File: src/rtl/serial_addsub.sv
// serial_addsub: bit-serial adder/subtractor with a start/busy/done handshake.
//
// One full-adder/subtractor bit slice processes the operands LSB first, one
// bit per clock, keeping the carry (add) or borrow (subtract) in a flop.
// A WIDTH-bit operation takes WIDTH cycles after it is accepted.
//
// Ports:
//   clk    - clock, all state updates on the rising edge
//   rst    - asynchronous, active-high reset
//   start  - request. It is sampled in IDLE and DONE and ignored while busy.
//   a_ns   - mode, captured with start: 1 = a+b, 0 = a-b
//   a, b   - WIDTH-bit operands, captured with start
//   busy   - high while an operation is in progress
//   done   - one-cycle pulse: result/cout/ovf have just been updated
//   result - sum or difference, modulo 2^WIDTH
//   cout   - add: carry out of the MSB. subtract: borrow (a < b unsigned).
//   ovf    - two's-complement signed overflow
module serial_addsub #(
    parameter int WIDTH = 8
) (
    input  logic             clk,
    input  logic             rst,
    input  logic             start,
    input  logic             a_ns,
    input  logic [WIDTH-1:0] a,
    input  logic [WIDTH-1:0] b,
    output logic             busy,
    output logic             done,
    output logic [WIDTH-1:0] result,
    output logic             cout,
    output logic             ovf
);

    localparam int CNT_W = $clog2(WIDTH);

    typedef enum logic [1:0] {
        S_IDLE,
        S_RUN,
        S_DONE
    } state_t;

    state_t           r_state;
    logic [WIDTH-1:0] r_a;
    logic [WIDTH-1:0] r_b;
    logic             r_add;
    logic [CNT_W-1:0] r_cnt;
    logic             r_c;
    logic [WIDTH-1:0] r_sum;
    logic             r_busy;
    logic             r_done;
    logic [WIDTH-1:0] r_result;
    logic             r_cout;
    logic             r_ovf;

    logic             w_ai;
    logic             w_bi;
    logic             w_ai_eff;
    logic             w_s;
    logic             w_c_next;
    logic             w_last;
    logic             w_ovf;

    // The operand registers shift right, so bit 0 always holds the current bit.
    // On the last bit, bit 0 holds the operand MSB.
    assign w_ai     = r_a[0];
    assign w_bi     = r_b[0];

    // The borrow out of a subtract is the carry MAJ(~a, b, borrow_in).
    assign w_ai_eff = r_add ? w_ai : ~w_ai;
    assign w_s      = w_ai ^ w_bi ^ r_c;
    assign w_c_next = (w_ai_eff & w_bi) | (w_ai_eff & r_c) | (w_bi & r_c);
    assign w_last   = (r_cnt == CNT_W'(WIDTH - 1));

    // This value is used only on the last bit. At that point w_ai/w_bi are the
    // operand MSBs and w_s is the result MSB.
    assign w_ovf    = r_add ? ((w_ai == w_bi) && (w_s != w_ai))
                            : ((w_ai != w_bi) && (w_s != w_ai));

    always_ff @(posedge clk or posedge rst) begin
        if (rst) begin
            r_state  <= S_IDLE;
            r_a      <= '0;
            r_b      <= '0;
            r_add    <= 1'b0;
            r_cnt    <= '0;
            r_c      <= 1'b0;
            r_sum    <= '0;
            r_busy   <= 1'b0;
            r_done   <= 1'b0;
            r_result <= '0;
            r_cout   <= 1'b0;
            r_ovf    <= 1'b0;
        end else begin
            case (r_state)
                S_IDLE, S_DONE: begin
                    r_done <= 1'b0;
                    if (start) begin
                        r_a     <= a;
                        r_b     <= b;
                        r_add   <= a_ns;
                        r_cnt   <= '0;
                        r_c     <= 1'b0;
                        r_busy  <= 1'b1;
                        r_state <= S_RUN;
                    end else begin
                        r_state <= S_IDLE;
                    end
                end
                S_RUN: begin
                    r_a   <= r_a >> 1;
                    r_b   <= r_b >> 1;
                    r_c   <= w_c_next;
                    // The sum fills from the MSB side. After WIDTH shifts,
                    // bit 0 holds the first bit that was computed.
                    r_sum <= {w_s, r_sum[WIDTH-1:1]};
                    r_cnt <= r_cnt + 1'b1;
                    if (w_last) begin
                        r_result <= {w_s, r_sum[WIDTH-1:1]};
                        r_cout   <= w_c_next;
                        r_ovf    <= w_ovf;
                        r_busy   <= 1'b0;
                        r_done   <= 1'b1;
                        r_state  <= S_DONE;
                    end
                end
                default: begin
                    r_busy  <= 1'b0;
                    r_done  <= 1'b0;
                    r_state <= S_IDLE;
                end
            endcase
        end
    end

    assign busy   = r_busy;
    assign done   = r_done;
    assign result = r_result;
    assign cout   = r_cout;
    assign ovf    = r_ovf;

endmodule
File: config.mk
export PLATFORM = sky130hd
export DESIGN_NAME = serial_addsub
export DESIGN_NICKNAME = d
export VERILOG_FILES = /design/src/rtl/serial_addsub.sv
export SDC_FILE = /design/constraint.sdc
export NUM_CORES = 1
export LEC_CHECK = 0
export CAP_MARGIN = 20
export CELL_PAD_IN_SITES_DETAIL_PLACEMENT = 1
export CELL_PAD_IN_SITES_GLOBAL_PLACEMENT = 2
export CORE_MARGIN = 2
export CORE_UTILIZATION = 33
export CTS_BUF_LIST = sky130_fd_sc_hd__clkbuf_4
export DETAILED_ROUTE_END_ITERATION = 10
export PLACE_DENSITY = 0.83
export SYNTH_ARGS = -nofsm -noshare
export SYNTH_HDL_FRONTEND = slang
export SYNTH_SLANG_ARGS = --single-unit
File: constraint.sdc
create_clock -name clk -period 2.1 [get_ports clk]
set_input_delay 0.315 -clock clk [delete_from_list [all_inputs] [get_ports clk]]
set_output_delay 0.315 -clock clk [all_outputs]
set_load 0.05 [all_outputs]
==> Word-level counts from Yosys, hierarchy flattened <==
Cells that the tools add are included.
{ "word_totals": {"register_bits": 43, "latch_bits": 0, "mem_bits_rw": 0, "rom_bits": 0, "inputBits": 20, "elab_cells": 56, "memories": 0} }
{ "classes": {"n_addsub": 1, "multipliers": 0, "div_mod_pow": 0, "n_lt_le_gt_ge": 0, "eq_ne": 8, "n_shift": 0, "mux": 18, "bitwise_logic": 8, "reduce_logical": 9} }
{ "op_table": {"columns": ["operator", "n"], "rows": [
  ["one-hot mux 8 bit (2 select lines)", 2],
  ["2-to-1 mux 8 bit", 2],
  ["2-to-1 mux 1 bit", 8],
  ["AND reduction 2 bit", 4],
  ["one-hot mux 3 bit (2 select lines)", 1],
  ["inequality test 2 bit, second input constant", 2],
  ["one-hot mux 1 bit (2 select lines)", 2],
  ["one-hot mux 2 bit (2 select lines)", 1],
  ["adder 3 x 1 -> 3 bit, second input constant", 1],
  ["bitwise AND 1 bit", 3],
  ["== test 3 bit, second input constant", 1],
  ["2-to-1 mux 3 bit", 1],
  ["== test 2 x 1 -> 1 bit, second input constant", 1],
  ["== test 2 bit, second input constant", 1],
  ["logical AND 1 bit", 2],
  ["zero test 2 bit", 1],
  ["2-to-1 mux 2 bit", 1],
  ["inequality test 1 bit", 2],
  ["bitwise OR 1 bit", 2],
  ["nonzero test 2 bit", 1],
  ["OR reduction 2 bit", 1],
  ["XOR 1 bit", 2],
  ["== test 1 bit", 1],
  ["inverter 1 bit", 1]
]} }

==> Longest topological paths before layout <==
{ "depth": {"depth_word": 6, "mapped_depth": 6, "depth_no_buf": 5} }

==> Worst setup path after synthesis <==
OpenSTA, ideal clock, no wires.
{ "synth_path": {"path_kind": "flip-flop to flip-flop", "startpoint": "register r_cnt[0]", "endpoint": "register r_result[0], in the netlist result[0]", "t_arrival_ns": 1.432, "t_required_ns": 1.972, "slack_ns": 0.541, "stages_incl_launch_ff": 6, "synth_period_minus_slack_ns": 1.559, "cell_sequence": "dfrtp_1 -> ha_1 -> ha_1 -> nand3b_1 -> buf_2 -> mux2_1"} }
{ "synth_via": {"elab_chain_cells": 2} }
{ "synth_rtl": {"columns": ["item", "line_no", "source"], "rows": [
  ["start: declaration", "46", "logic [CNT_W-1:0] r_cnt;"],
  ["start signal: assignment", "116", "r_cnt <= r_cnt + 1'b1;"],
  ["== test 3 bit", "72", "assign w_last = (r_cnt == CNT_W'(WIDTH - 1));"],
  ["AND reduction 2 bit (no line)", null, null],
  ["end signal: assignment", "118", "r_result <= {w_s, r_sum[WIDTH-1:1]};"],
  ["end: declaration", "51", "logic [WIDTH-1:0] r_result;"]
]} }
Every way passes these cells.
A chain may end at the register's enable or synchronous reset.

==> results.md <==
Worst setup path:
- Along the worst path, the maximum fanout reaches 5.
- At the worst endpoint, the arrival time is 1.60 ns.
- The endpoint class of the critical path is an output port.
- In this run the number of cells on the critical path is 1.
- For this run, the slowest stage of the critical path takes 0.83 ns.
- In this design, the largest share of critical-path delay is due to buffers and inverters.
- The slowest stage of the critical path is the sky130_fd_sc_hd__clkdlybuf4s50_1 cell.
- The critical setup path kind is flop to output port.
- Traced cell by cell, the critical path runs through clkdlybuf4s50_1.
- The startpoint identified for the worst register-to-register timing path is r_cnt[0].
- The worst setup path is launched from a flop.
- The timing startpoint of the critical path is r_state[1].
- Data on the critical path is required at its endpoint by 1.78 ns.
- Together, buffers and inverters on the worst path number 1.
- The number of cells on the worst reg-to-reg path is 4.

Pwr:
- The leakage power is 0.975 nW.
- The highest ir drop seen on vdd is 0.436 mV.
- The total power divided by cell area is 1640 nW/um2.

Logic synthesis:
- Summing every instance area after synthesis gives 1730 um2.
- The flop and latch count out of synthesis is 41.
- The number of distinct standard cells referenced by the synthesized netlist is 22.
- The mean instance size in the synthesized netlist is 9.92 um2.
- The number of nets handed over by synthesis was 196.
- Of the synthesized area, sequential elements account for 59.5%.
- The instance count of the mapped netlist is 174.
- For this run, the number of Yosys warnings is 0.

Floorplan:
- In this run the vertical extent of the chip is 76.3 um.
- The area of the placeable core is 5070 um2.
- The I/O pin total is 32.
- The chip width is 76.3 um.
- The number of placement rows is 26.
- The die area is 5820 um2.
- Once the floorplan was initialized, standard cells occupied 34.0% of the core.

Clock tree:
- In this run the post-CTS setup repair buffer count came out at 0.
- The post-cts resize count is 0.
- The maximum clock path buffer count is 2.
- The clock-pin transition on the worst setup and hold timing paths is 0.13 ns.
- The clock tree from TritonCTS is done.
- CTS built an H-tree with a depth of 2.
- CTS saw 41 sinks.
- The clock root buffer is sky130_fd_sc_hd__clkbuf_4.
- The clock latency on the worst-skew pair is 0.35 ns.
- In this run, post-CTS hold repair placed 0 buffers.
- The number of buffers created by CTS is 5.

Layout:
- Leaving out fill and tap cells, the most frequent cell in the layout is sky130_fd_sc_hd__nand2_1.
- Leaving out fill and tap cells, the most frequent cells in the layout are 53 x sky130_fd_sc_hd__nand2_1, 41 x sky130_fd_sc_hd__dfrtp_1, 31 x sky130_fd_sc_hd__clkdlybuf4s50_1, 18 x sky130_fd_sc_hd__nor2_1, 15 x sky130_fd_sc_hd__a31oi_1.
- For this run, the post-layout net count is 226.
- The area growth from synthesis to layout is 26.3%.
- The share of the core filled with cells in the final layout is 42.9%.
- The finished cells cover 2180 um2.
- The post-route netlist has 4.88% of its cells at a drive strength greater than 1.
- The total inserted antenna cells is 0.

Global route:
- The global-route wire length before repair is 6670 um.
- The number of antenna violations at the first check in global routing is 0.
- The number of global-route vias before repair is 1463.
- The pin count of the biggest net entering global routing is 42.
- The global-route usage over all layers is 14.2%.
- The remaining global-route overflow is 0.

Drt:
- The detailed router used layers up to and including met4.
- The routed length on met1 is 1680 um.
- The total detailed-routing wirelength is 3650 um.
- The number of violations reported at the end of detailed-routing iteration 0 is 33.
- The met2 routed wirelength is 1750 um.
- The detail route stage leaves a number of antenna-violating nets equal to 0.
- The via count of the routed design is 1311.
- The first TritonRoute pass finished after 4 iterations.
- In the detailed route, the total length drawn on met3 is 160 um.
- Using the TritonRoute via totals, the vias-per-cell ratio works out to 4.77.
- The average detailed-routed wire length per instance is 13.3 um.
- After detailed routing, the number of remaining DRC violations is 0.

Placed design:
- The setup slack at placement is 0.289 ns.
- At the end of routability-driven placement, the weighted congestion stood at 0.766.
- Buffers placed on the I/O ports in this run total 31.
- The HPWL reported at the end of detailed placement is 2620 um.
- In this run the cell area measured after placement is 2100 um2.

Timing:
- The worst slew slack as a fraction of its limit is 52.4%.
- After layout, the worst path uses 91.2% of the clock period.
- The final critical delay including setup and external delays is 1.92 ns.
- The final-report max-slew violation count is 0.
- The worst-case clock skew is 0.00568 ns.
- Setup total negative slack on the finished layout was measured at 0 ns.
- The number of endpoints with negative hold slack in the final report is 0.
- Static timing analysis puts the maximum clock frequency at 522 MHz.
- Setup repair after global routing left no endpoint under its margin.
- After layout, the worst setup slack is 0.184 ns.
- The worst-margin pin slew is 0.712 ns.
- Setup violations remaining at the end of the flow were counted as 0.

Outcome:
- The run finished with clean final reports.

Run:
- Max-cap violations in this run came to 0.

Min path:
- The worst min-delay path class is input pin to async pin.
## registers in the layout (all words and copies together), names as in the netlist
register,flops
r_sum,7
cout,1
r_b,8
r_add,1
ovf,1
r_state,2
r_c,1
r_a,8
result,8
r_cnt,3
busy,1
## power by group
group          leakage [nW]  internal [mW]  switching, mW
clock network        0.0389          0.247          0.268
logic                 0.446          0.639           1.02
registers             0.491           1.17          0.244
total                 0.975           2.05           1.53
## logic make-up (layout without fill, tap and decap cells)
family | after synthesis | count (layout) | share of synthesized area (%)
AOI/OAI and AO/OA | 28 | 28 | 10.4
xor gates and xnor gates | 3 | 3 | 1.52
adders and majority gates | 2 | 2 | 1.45
buffers and inverters | 13 | 44 | 3.77
DFF | 41 | 41 | 59.5
muxes | 7 | 7 | 4.57
and+or+nand+nor | 80 | 80 | 18.9
## per-stage QoR
step / total power [mW] / hold WS [ns] / instances
final: 3.58 / 0.376 / 275
after global routing: 3.91 / 0.401 / 275
after CTS: 3.64 / 0.388 / 275
after detailed placement: 3.12 / 0.475 / 267
after global placement: 3.04 / 0.462 / 267
after floorplan: 2.60 / 0.420 / 174
## synth_stat cells
cell | number | area, um2
sky130_fd_sc_hd__a21oi_1 | 2 | 10.0
sky130_fd_sc_hd__o21ai_0 | 1 | 5.00
sky130_fd_sc_hd__xnor2_1 | 2 | 17.5
sky130_fd_sc_hd__nand3_1 | 2 | 10.0
sky130_fd_sc_hd__inv_1 | 2 | 7.51
sky130_fd_sc_hd__nand3b_1 | 2 | 15.0
sky130_fd_sc_hd__buf_4 | 2 | 15.0
sky130_fd_sc_hd__nand2b_1 | 2 | 12.5
sky130_fd_sc_hd__clkbuf_1 | 2 | 7.51
sky130_fd_sc_hd__buf_2 | 7 | 35.0
sky130_fd_sc_hd__a22o_1 | 4 | 35.0
sky130_fd_sc_hd__a31oi_1 | 15 | 93.8
sky130_fd_sc_hd__nor2b_1 | 2 | 12.5
sky130_fd_sc_hd__dfrtp_1 | 41 | 1030
sky130_fd_sc_hd__o21ai_1 | 4 | 20.0
sky130_fd_sc_hd__mux2_1 | 7 | 78.8
sky130_fd_sc_hd__xor2_1 | 1 | 8.76
sky130_fd_sc_hd__ha_1 | 2 | 25.0
sky130_fd_sc_hd__nor2_1 | 18 | 67.6
sky130_fd_sc_hd__nand2_1 | 53 | 199
sky130_fd_sc_hd__or3b_1 | 1 | 8.76
sky130_fd_sc_hd__o31ai_1 | 2 | 15.0
## final timing paths
check / slack, ns / endpoint
min in group clk: 0.50 / r_add
worst min register to register: 0.50 / r_sum[1]
worst max register to register: 0.31 / result[4]
worst max-delay path: 0.18 / done
worst min-delay path: 0.38 / r_a[3]
max in group asynchronous: 1.37 / r_b[2]
## layer usage
metal	vias up	global-route usage (%)
li1	635	-
met1	639	16.7
met2	31	25.0
met3	6	3.55
met4	0	5.45
met5	-	0
## cell type report
type / count / area, um2
Clock buffer: 5 / 37.5
Clock inverter: 3 / 41.3
Fill cell: 594 / 2900
Inverter: 2 / 7.51
Multi-Input combinational cell: 120 / 634
Sequential cell: 41 / 1030
Tap cell: 70 / 87.6
Timing Repair Buffer: 34 / 345
## worst register-to-register path: stages (launching register included)
cell                       delay (ns)
sky130_fd_sc_hd__dfrtp_1         0.43
sky130_fd_sc_hd__ha_1            0.21
sky130_fd_sc_hd__ha_1            0.22
sky130_fd_sc_hd__nand3b_1        0.45
sky130_fd_sc_hd__mux2_1          0.38
Power figures use the tool's default switching activity.
